==> src/rtl/mult_booth_param.sv <==
`default_nettype none
// ============================================================================
// Module   : mult_booth_param
// Purpose  : Sequential radix-2 Booth multiplier, N-bit signed/unsigned operands
// Revision : 1.0
// ============================================================================
module mult_booth_param #(
    parameter int N = 4
) (
    input  logic             clk,
    input  logic             rst_n,
    input  logic             start,
    input  logic             modo,
    input  logic [N-1:0]     valorQ,
    input  logic [N-1:0]     valorM,
    output logic [2*N-1:0]   producto,
    output logic             fin,
    output logic             ocupado
);
    // One guard bit lets unsigned operands run through the signed Booth recoding.
    localparam int W  = N + 1;
    localparam int CW = $clog2(W + 1);

    typedef enum logic [1:0] {
        S_IDLE = 2'd0,
        S_CALC = 2'd1,
        S_DONE = 2'd2
    } state_t;

    state_t          r_state;
    logic [W:0]      r_a;
    logic [W-1:0]    r_m;
    logic [W-1:0]    r_q;
    logic            r_q1;
    logic [CW-1:0]   r_cnt;

    logic [W-1:0]    w_ext_q;
    logic [W-1:0]    w_ext_m;
    logic [W:0]      w_m_wide;
    logic [W:0]      w_sum;
    logic [2*N-1:0]  w_prod;

    assign w_ext_q  = {~modo & valorQ[N-1], valorQ};
    assign w_ext_m  = {~modo & valorM[N-1], valorM};
    assign w_m_wide = {r_m[W-1], r_m};
    // Low 2N bits of {A,Q}: all of Q plus the bottom N-1 bits of A.
    assign w_prod   = {r_a[N-2:0], r_q};

    always_comb begin
        w_sum = r_a;
        case ({r_q[0], r_q1})
            2'b01:   w_sum = r_a + w_m_wide;
            2'b10:   w_sum = r_a - w_m_wide;
            default: w_sum = r_a;
        endcase
    end

    always_ff @(posedge clk or negedge rst_n) begin
        if (!rst_n) begin
            r_state  <= S_IDLE;
            r_a      <= '0;
            r_m      <= '0;
            r_q      <= '0;
            r_q1     <= 1'b0;
            r_cnt    <= '0;
            producto <= '0;
            fin      <= 1'b0;
            ocupado  <= 1'b0;
        end else begin
            fin <= 1'b0;
            case (r_state)
                S_IDLE: begin
                    if (start) begin
                        r_m     <= w_ext_m;
                        r_q     <= w_ext_q;
                        r_a     <= '0;
                        r_q1    <= 1'b0;
                        r_cnt   <= CW'(W);
                        ocupado <= 1'b1;
                        r_state <= S_CALC;
                    end
                end
                S_CALC: begin
                    r_a   <= {w_sum[W], w_sum[W:1]};
                    r_q   <= {w_sum[0], r_q[W-1:1]};
                    r_q1  <= r_q[0];
                    r_cnt <= r_cnt - CW'(1);
                    if (r_cnt == CW'(1)) begin
                        r_state <= S_DONE;
                    end
                end
                S_DONE: begin
                    producto <= w_prod;
                    fin      <= 1'b1;
                    ocupado  <= 1'b0;
                    r_state  <= S_IDLE;
                end
                default: r_state <= S_IDLE;
            endcase
        end
    end
endmodule
`default_nettype wire
==> config.mk <==
export PLATFORM = sky130hd
export DESIGN_NAME = mult_booth_param
export DESIGN_NICKNAME = d
export VERILOG_FILES = /design/src/rtl/mult_booth_param.sv
export SDC_FILE = /design/constraint.sdc
export NUM_CORES = 1
export LEC_CHECK = 0
export ABC_AREA = 1
export CAP_MARGIN = 20
export CORE_ASPECT_RATIO = 0.9
export CORE_UTILIZATION = 27
export DETAILED_ROUTE_END_ITERATION = 16
export DONT_BUFFER_PORTS = 1
export MAX_ROUTING_LAYER = met4
export PLACE_DENSITY = 0.45
export SLEW_MARGIN = 25
export SYNTH_ARGS = -nofsm -noshare
export SYNTH_HDL_FRONTEND = slang
export SYNTH_SLANG_ARGS = --single-unit
==> constraint.sdc <==
create_clock -name clk -period 2.8 [get_ports clk]
set_clock_uncertainty 0.05 [all_clocks]
set_input_delay 0.28 -clock clk [delete_from_list [all_inputs] [get_ports clk]]
set_output_delay 0.28 -clock clk [all_outputs]
set_load 0.05 [all_outputs]
==> results.md, run 1 <==
* Flop-to-flop setup slack at 0.56 ns
* Antenna Nets Post-Route at 0
* Vias in the first global route at 1149
* Crit path max-delay family: simple AND/OR/NAND/NOR gates
* Top_reg_cell synth: dfrtp_1
* CTS tree: built
* DRC viols at 0
* Port Buffers at 0
* CORE AREA at 0.00582 mm²
* GRT Util Overall at 11.7%
* Maximum root-to-sink buffer count at 2
* Setup-failing EPs final at 0
* CTS Sinks at 31
* Final nets at 220
* Worst slew margin at 68.5%
* Setup Crit Path Kind: reg2reg
* Worst r2r dst: r_a[4]
* Die span in x at 84.7 µm
* Starting density of the core at 28.6%
* # IOs at 22
* Syn-to-layout area delta at 11.4%
* HP Start: modo
* CP max stage delay at 0.41 ns
* Critical Path Most Common Cell: nand2_1
* Status: finished clean
* Final cell count without fillers at 269
* Synth cell types at 31
* Initial antenna violation count at 0
* Post-Syn Area at 0.00166 mm²
* First-pass GRT wire length at 5.69 mm
* CP Max Fanout at 4
* Starting DRT DRC Count at 55
* Fill count at 611
* Diodes inserted at 0
* EDFF count, synth at 0
* Crit-path cells: inv_1 > ha_1 > inv_1 > nor2_1 > nand2_1 > a21oi_1 > a21oi_1 > ha_1 > nand2_1 > inv_1 > nand2_1 > nand2_1 > nor2_1 > nand3_1 > nand3_1 > nand2_1
* Setup TNS at 0 ns
* H-tree Lvls at 2
* Routability Congestion at 0.805
* Die boundary height at 76.5 µm
* Synthesized Nets at 215
* Slowest stage cell, crit path: dfrtp_1
* Yosys warning count at 0
* R2R Path Start: r_m[0]
* RSZ-0062 raised after global routing: no
* Postcts setup bufs at 0
* Vias per cell at 4.48
* Fin. Hold Viols at 0
* WP buf/inv at 3
* Final WS setup at 0.561 ns
* Num rows at 26
* Worst EP required at 2.91 ns
* Die Area at 0.00648 mm²
* Syn avg cell area at 8.62 µm²
* CTS Buf Count at 5
* #FFs+latches synth at 31
* Max Cap Viol at 0
* Share of cells above drive strength 1 at 12.1%
* Drt pass-1 iters at 6
* Register area share after synthesis at 46.7%
* Period Utilization, post-route at 80.0%
* Worst Hold Endpoint: r_m[4]
* Global route total overflow at 0
* Crit. End Element: flop
* Post-route minimum period at 2.24 ns
* DRT Wirelength at 3.34 mm
* Area taken by multi-input logic gates at 721 µm²
* HP Class: in2reg
* DR WL/cell at 12.4 µm
* Hold path depth at 1
* Max Slew Vio Count at 0
* Post-Synthesis Cells at 193
* CP startpoint kind: flop
* Routed vias at 1206
* Later-pin clock latency in the skew report at 0.28 ns
* Slew of the pin with the lowest slew margin at 0.473 ns
* Largest net degree at the start of global routing at 32
* CTS root buf: clkbuf_8
* Dpl ws at 0.568 ns
* Post-synthesis async set-or-reset flop share at 100%
* Reg area at 776 µm²
* Worst EP arrival at 2.35 ns
* R2r worst-path depth at 16
* Hpwl dp at 2.56 mm
* Peak Freq at 447 MHz
* Placed Instances at 259
* CTS resizes at 0
* CTS clk-pin slew, worst paths at 0.06 ns
-- metrics by stage --
stage / area [µm²] / util (%) / hold WS, ns
2_1_floorplan: 1660 / - / -0.0656
3_3_place_gp: 1720 / 29.6 / -0.0650
3_5_place_dp: 1720 / 29.6 / -0.0649
4_1_cts: 1850 / 31.8 / 0.0338
5_1_grt: 1850 / 31.8 / 0.0416
6_report: 1850 / 31.8 / 0.0467
-- layout by cell type (no fill, tap or decap), types with 2 or more instances in the layout --
cell type,n
nand3_1,5
nor2_1,8
clkbuf_8,7
nand2_1,37
nor3_1,6
o21ai_1,20
a21boi_1,2
o21ai_0,6
o22ai_1,4
a21oi_1,7
inv_1,30
a221oi_2,3
ha_1,9
nor2_4,2
dfrtp_1,31
inv_2,7
-- timing repair --
item | 4_1_cts | 5_1_grt
endpoints found under the setup margin | 0 | 0
hold buffers | 2 | 0
endpoints found under the hold margin | 31 | 0
-- kinds of logic after synthesis --
kind of cell / share of synthesized area, %
AO/OA/AOI/OAI: 17.0
XOR/XNOR: 1.05
buffers and inverters: 10.0
adder cells (fa/ha/maj): 7.98
AND/OR/NAND/NOR: 17.3
flip-flops: 46.7
-- how the worst max path moves through the flow --
stage	from	endpoint	cells after the start
5_1_grt	r_m[0]	r_a[4]	16
6_report	r_m[0]	r_a[4]	16
3_3_place_gp	r_m[0]	r_a[4]	15
2_1_floorplan	r_m[0]	r_a[4]	16
4_1_cts	r_m[0]	r_a[4]	16
3_5_place_dp	r_m[0]	r_a[4]	16
-- routing by layer --
| layer | global-route usage (%) | vias to the layer above | share of wire (%) |
|---|---|---|---|
| met4 | 3.05 | 0 | 0.57 |
| met5 | - | - | 0 |
| met3 | 4.33 | 2 | 4.2 |
| met2 | 14.9 | 20 | 38 |
| li1 | - | 645 | - |
| met1 | 17.0 | 539 | 57 |
-- flip-flops by register name, summed over array words and instances, names as in the netlist --
signal,flops
ocupado,1
producto,8
r_q,5
r_a,5
r_m,5
r_cnt,3
fin,1
r_state,2
r_q1,1
-- worst register-to-register path: stages (launching register included) --
cell and delay (ns):
dfrtp_1 0.41, inv_1 0.14, ha_1 0.19, inv_1 0.04, nor2_1 0.10, nand2_1 0.08, a21oi_1 0.12, a21oi_1 0.06
ha_1 0.34, nand2_1 0.11, inv_1 0.04, nand2_1 0.06, nand2_1 0.05, nor2_1 0.13, nand3_1 0.09, nand3_1 0.08
nand2_1 0.06
-- cell usage after synthesis (2+ instances only) --
master / n / share of area (%)
a21oi_1: 7 / 2.1
ha_1: 9 / 6.8
dfrtp_1: 31 / 47
a221oi_2: 3 / 2.7
nor2_4: 2 / 1.4
inv_1: 30 / 6.8
o21ai_0: 6 / 1.8
o22ai_1: 4 / 1.5
o21ai_1: 20 / 6.0
nand3_1: 5 / 1.5
nand2_1: 37 / 8.4
inv_2: 7 / 1.6
nor2_1: 8 / 1.8
nor3_1: 6 / 1.8
a21boi_1: 2 / 0.90
-- cell type report --
type	count	share of cell area, %
multi-input combinational	121	38.9
sequential	31	41.9
tap	70	4.73
timing repair buffer	2	1.62
inverter	37	7.49
clock buffer	8	5.40
Power of run 1 is left out: the tool's default activity adds up to more than one toggle a clock period on the data nets, which glitch-free logic cannot reach.
==> run 2: changes to the inputs <==
==> constraint.sdc (replaced) <==
create_clock -name clk -period 2.31 [get_ports clk]
set_clock_uncertainty 0.05 [all_clocks]
set_input_delay 0.231 -clock clk [delete_from_list [all_inputs] [get_ports clk]]
set_output_delay 0.231 -clock clk [all_outputs]
set_load 0.05 [all_outputs]
==> run 2 against run 1 <==
Against the previous run: routed wire length is 1.9% higher; global-route usage up 0.071 points; die area is the same; flip-flop and latch count unchanged; critical path depth did not move; first-iteration DRC count decreased by 9.1%; clock-buffer cell count unchanged; worst setup slack worse by 0.35 ns; core utilization grew 0.75 points; register-to-register slack got worse by 0.35 ns; worst hold slack lost 0.015 ns; fmax grew 6.8%.
==> results.md, run 2 (synthesis gave the netlist of run 1 again) <==
* Worst EP arrival at 2.21 ns
* Commonest non-fill, non-tap cell in the layout: nand2_1
* CP Max Fanout at 4
* Slew of the pin with the lowest slew margin at 0.473 ns
* Max reg flops at 8
* Die boundary height at 76.5 µm
* Fill count at 608
* Num rows at 26
* Setup-failing EPs final at 0
* Post-route minimum period at 2.10 ns
* Setup Crit Path Kind: reg2reg
* Hpwl dp at 2.56 mm
* Syn-to-layout area delta at 14.1%
* Later-pin clock latency in the skew report at 0.28 ns
* Max Cap Viol at 0
* Starting DRT DRC Count at 50
* RSZ-0062 raised after global routing: no
* DRT Wirelength at 3.40 mm
* Largest Register: producto
* Antenna Nets Post-Route at 0
* CTS tree: built
* Peak Freq at 477 MHz
* CTS Buf Count at 5
* Vias per cell at 4.53
* GRT Util Overall at 11.7%
* CTS root buf: clkbuf_8
* Diodes inserted at 0
* Routability Congestion at 0.805
* Drt pass-1 iters at 6
* Routed vias at 1232
* Final nets at 223
* First-pass GRT wire length at 5.71 mm
* Worst slew margin at 68.5%
* Maximum root-to-sink buffer count at 2
* CP startpoint kind: flop
* CTS Sinks at 31
* Largest net degree at the start of global routing at 32
* Die span in x at 84.7 µm
* CTS clk-pin slew, worst paths at 0.06 ns
* Vias in the first global route at 1155
* Most frequent cells in the layout: nand2_1 (36), dfrtp_1 (31), inv_1 (28), o21ai_1 (21), inv_2 (9)
* Port Buffers at 0
* Die Area at 0.00648 mm²
* HP Class: in2reg
* Starting density of the core at 28.6%
* CORE AREA at 0.00582 mm²
* Share of cells above drive strength 1 at 16.8%
* Global route total overflow at 0
* Initial antenna violation count at 0
* Period Utilization, post-route at 90.8%
* DR WL/cell at 12.5 µm
* Max Slew Vio Count at 0
* Crit. End Element: flop
* Status: finished clean
* Fin. Hold Viols at 0
* Setup TNS at 0 ns
* H-tree Lvls at 2
* DRC viols at 0
* # IOs at 22
* Worst EP required at 2.42 ns
run 2: changes by cell type in the layout (fill, tap and decap cells not counted), sizes merged:
cell,change
buf,+2
dlygate4sd3,+1
run 2: area by class of cell:
cell class | instances | area, µm² | area share (%)
tap | 70 | 87.6 | 4.62
clock buffer | 8 | 100 | 5.28
sequential | 31 | 776 | 40.9
inverter | 37 | 139 | 7.32
multi-input combinational | 121 | 739 | 39.0
timing repair buffer | 5 | 55.1 | 2.90
run 2: worst paths after layout:
kind	from	to	slack, ns	cells after the start
min	valorM[2]	r_m[2]	0.03	2
max	r_m[0]	r_a[4]	0.21	16
max reg2reg	r_m[0]	r_a[4]	0.21	16
min in group asynchronous	rst_n	r_state[1]	0.35	2
min reg2reg	r_state[0]	fin	0.43	1
max in group asynchronous	rst_n	producto[4]	1.69	2
run 2: metal layers:
layer  routed length [µm]  global-route usage (%)
met1                 1900                    16.8
met2                 1310                    15.1
met5                    0                       -
met4                   19                    3.05
met3                  169                    4.66
run 2: critical path: stages, from the launching register on:
cell,delay (ns)
dfrtp_1,0.38
inv_2,0.09
ha_2,0.18
inv_1,0.05
nor2_2,0.08
nand2_1,0.08
a21oi_2,0.11
a21oi_1,0.05
ha_1,0.34
nand2_2,0.10
inv_1,0.04
nand2_1,0.06
nand2_1,0.06
nor2_2,0.10
nand3_1,0.08
nand3_1,0.08
nand2_1,0.06
run 2: timing repair:
action | 4_1_cts | 5_1_grt
endpoints found under the hold margin | 32 | 0
resized for setup | 0 | 9
hold buffers | 3 | 0
endpoints found under the setup margin | 0 | 2
setup buffers | 0 | 2
run 2: per-stage QoR:
stage	area (µm²)	setup WS, ns	hold WS (ns)	cells	util, %
finish	1900	0.213	0.0318	272	32.6
global route	1900	0.00261	0.0281	272	32.6
CTS	1860	0.0572	0.0219	270	32.0
detailed placement	1720	0.0779	-0.114	259	29.6
global placement	1720	0.107	-0.114	259	29.6
floorplan	1660	0.328	-0.115	193	-
Power of run 2 is left out for the same reason.
==> run 3: changes to the inputs <==
--- a/config.mk
+++ b/config.mk
@@ -7,12 +7,14 @@
 export LEC_CHECK = 0
 export ABC_AREA = 1
 export CAP_MARGIN = 20
+export CELL_PAD_IN_SITES_DETAIL_PLACEMENT = 2
+export CELL_PAD_IN_SITES_GLOBAL_PLACEMENT = 2
 export CORE_ASPECT_RATIO = 0.9
 export CORE_UTILIZATION = 27
 export DETAILED_ROUTE_END_ITERATION = 16
 export DONT_BUFFER_PORTS = 1
 export MAX_ROUTING_LAYER = met4
-export PLACE_DENSITY = 0.45
+export PLACE_DENSITY = 0.64
 export SLEW_MARGIN = 25
 export SYNTH_ARGS = -nofsm -noshare
 export SYNTH_HDL_FRONTEND = slang
==> run 3 against run 2 <==
Against the previous run: the flow now finishes with violations (DRC); critical endpoint unchanged; worst setup slack got worse by 0.070 ns; design area grew 1.5%; critical path type unchanged; global-route usage is 4.0 points higher.
==> results.md, run 3 (synthesis gave the netlist of run 1 again) <==
* Die Area at 0.00648 mm²
* Max Cap Viol at 0
* CP Max Fanout at 4
* Die span in x at 84.7 µm
* Area taken by multi-input logic gates at 748 µm²
* CTS root buf: clkbuf_8
* CTS tree: built
* Reg area at 776 µm²
* Post-route minimum period at 2.17 ns
* Antenna Nets Post-Route at 0
* DRT Wirelength at 4.40 mm
* Status: finished with violations
* Routability Congestion at 0.839
* Global route total overflow at 0
* Period Utilization, post-route at 93.8%
* Hpwl dp at 3.29 mm
* R2R Path Start: r_m[0]
* Num rows at 26
* Share of cells above drive strength 1 at 19.6%
* CP startpoint kind: flop
* Commonest non-fill, non-tap cell in the layout: nand2_1
* Vias in the first global route at 1487
* HP Class: in2reg
* Worst slew margin at 68.1%
* Setup-failing EPs final at 0
* Most frequent cells in the layout: nand2_1 (35), dfrtp_1 (31), inv_1 (28), o21ai_1 (22), inv_2 (9)
* Fill count at 676
* DR WL met3 at 120 µm
* Syn-to-layout area delta at 15.7%
* Drt pass-1 iters at 14
* Critical Path Most Common Cell: nand2_1
* Final nets at 225
* HP Start: valorM[2]
* CTS Sinks at 31
* Worst EP required at 2.44 ns
* Slew of the pin with the lowest slew margin at 0.479 ns
* Max Slew Vio Count at 0
* Max layer used: met4
* Final cell count without fillers at 274
* Placed Instances at 259
* # IOs at 22
* Starting density of the core at 28.6%
* Fin. Hold Viols at 0
* Peak Freq at 462 MHz
* Starting DRT DRC Count at 32
* Routed length on met1 at 2.07 mm
* RSZ-0062 raised after global routing: yes
* Port Buffers at 0
* CTS Buf Count at 5
* Crit-path cells: inv_2 > ha_2 > inv_1 > nor2_2 > nand2_2 > a21oi_2 > a21oi_1 > ha_1 > nand2_2 > inv_1 > nand2_1 > nand2_1 > nor2_2 > nand3_1 > nand3_1 > nand2_1
* Violated checks: DRC
* Setup Crit Path Kind: reg2reg
* CTS clk-pin slew, worst paths at 0.07 ns
* CORE AREA at 0.00582 mm²
* Diodes inserted at 0
* Largest Register: producto
* Met2 wire length at 2.13 mm
* Max reg flops at 8
* Routed vias at 1321
* DR WL/cell at 16.0 µm
* Vias per cell at 4.82
* CP Launch Point: r_m[0]
* Initial antenna violation count at 0
* DRC viols at 2
* First-pass GRT wire length at 7.60 mm
* GRT Util Overall at 15.7%
* Hold slack at 0.0218 ns
* Slowest stage cell, crit path: dfrtp_1
* CP max stage delay at 0.39 ns
* Crit. End Element: flop
* Maximum root-to-sink buffer count at 2
* Later-pin clock latency in the skew report at 0.29 ns
* Largest net degree at the start of global routing at 32
* H-tree Lvls at 2
* Worst EP arrival at 2.30 ns
* Die boundary height at 76.5 µm
[run 3: path summary, 6_finish.rpt]
check	endpoint	slack, ns	cells past startpoint
max reg2reg	r_a[4]	0.14	16
min	r_m[2]	0.02	2
max	r_a[4]	0.14	16
max in group asynchronous	r_a[2]	1.70	2
min reg2reg	fin	0.43	1
min in group asynchronous	r_q[2]	0.34	2
[run 3: layout make-up]
type                    instances  area share [%]
clock buffers                   7            5.01
clock inverters                 1           0.390
flip-flops and latches         31            40.3
multi-input cells             121            38.9
inverters                      37            7.22
well taps                      70            4.55
repair buffers                  7            3.64
[run 3: repair_timing]
| action | 4_1_cts | 5_1_grt |
|---|---|---|
| endpoints found under the hold margin | 32 | 0 |
| setup endpoints to repair | 1 | 3 |
| buffers inserted | 0 | 4 |
| pin swaps | 0 | 2 |
| hold buffers | 3 | 0 |
| gates resized for setup | 2 | 11 |
[run 3: critical path, delay by kind of cell (launching register included)]
family                     cells  cell delay [ns]
AOI/OAI and AO/OA              2             0.16
DFF                            1             0.39
buffers and inverters          3             0.19
and+or+nand+nor                9             0.72
adders and majority gates      2             0.52
[run 3: routing by layer]
layer,GRT usage (%),up-vias
li1,-,643
met1,19.1,649
met2,25.4,23
met3,3.90,6
met4,5.59,0
met5,-,-
[run 3: stage by stage]
| step | cell area [µm²] | setup TNS (ns) | util [%] | setup slack, ns |
|---|---|---|---|---|
| floorplan | 1660 | 0 | - | 0.328 |
| finish | 1920 | 0 | 33.0 | 0.143 |
| CTS | 1870 | 0 | 32.1 | 0.00143 |
| global placement | 1720 | 0 | 29.6 | 0.121 |
| detailed placement | 1720 | -0.000320 | 29.6 | -0.000320 |
| global route | 1920 | -0.0641 | 33.0 | -0.0617 |
Power of run 3 is left out for the same reason.
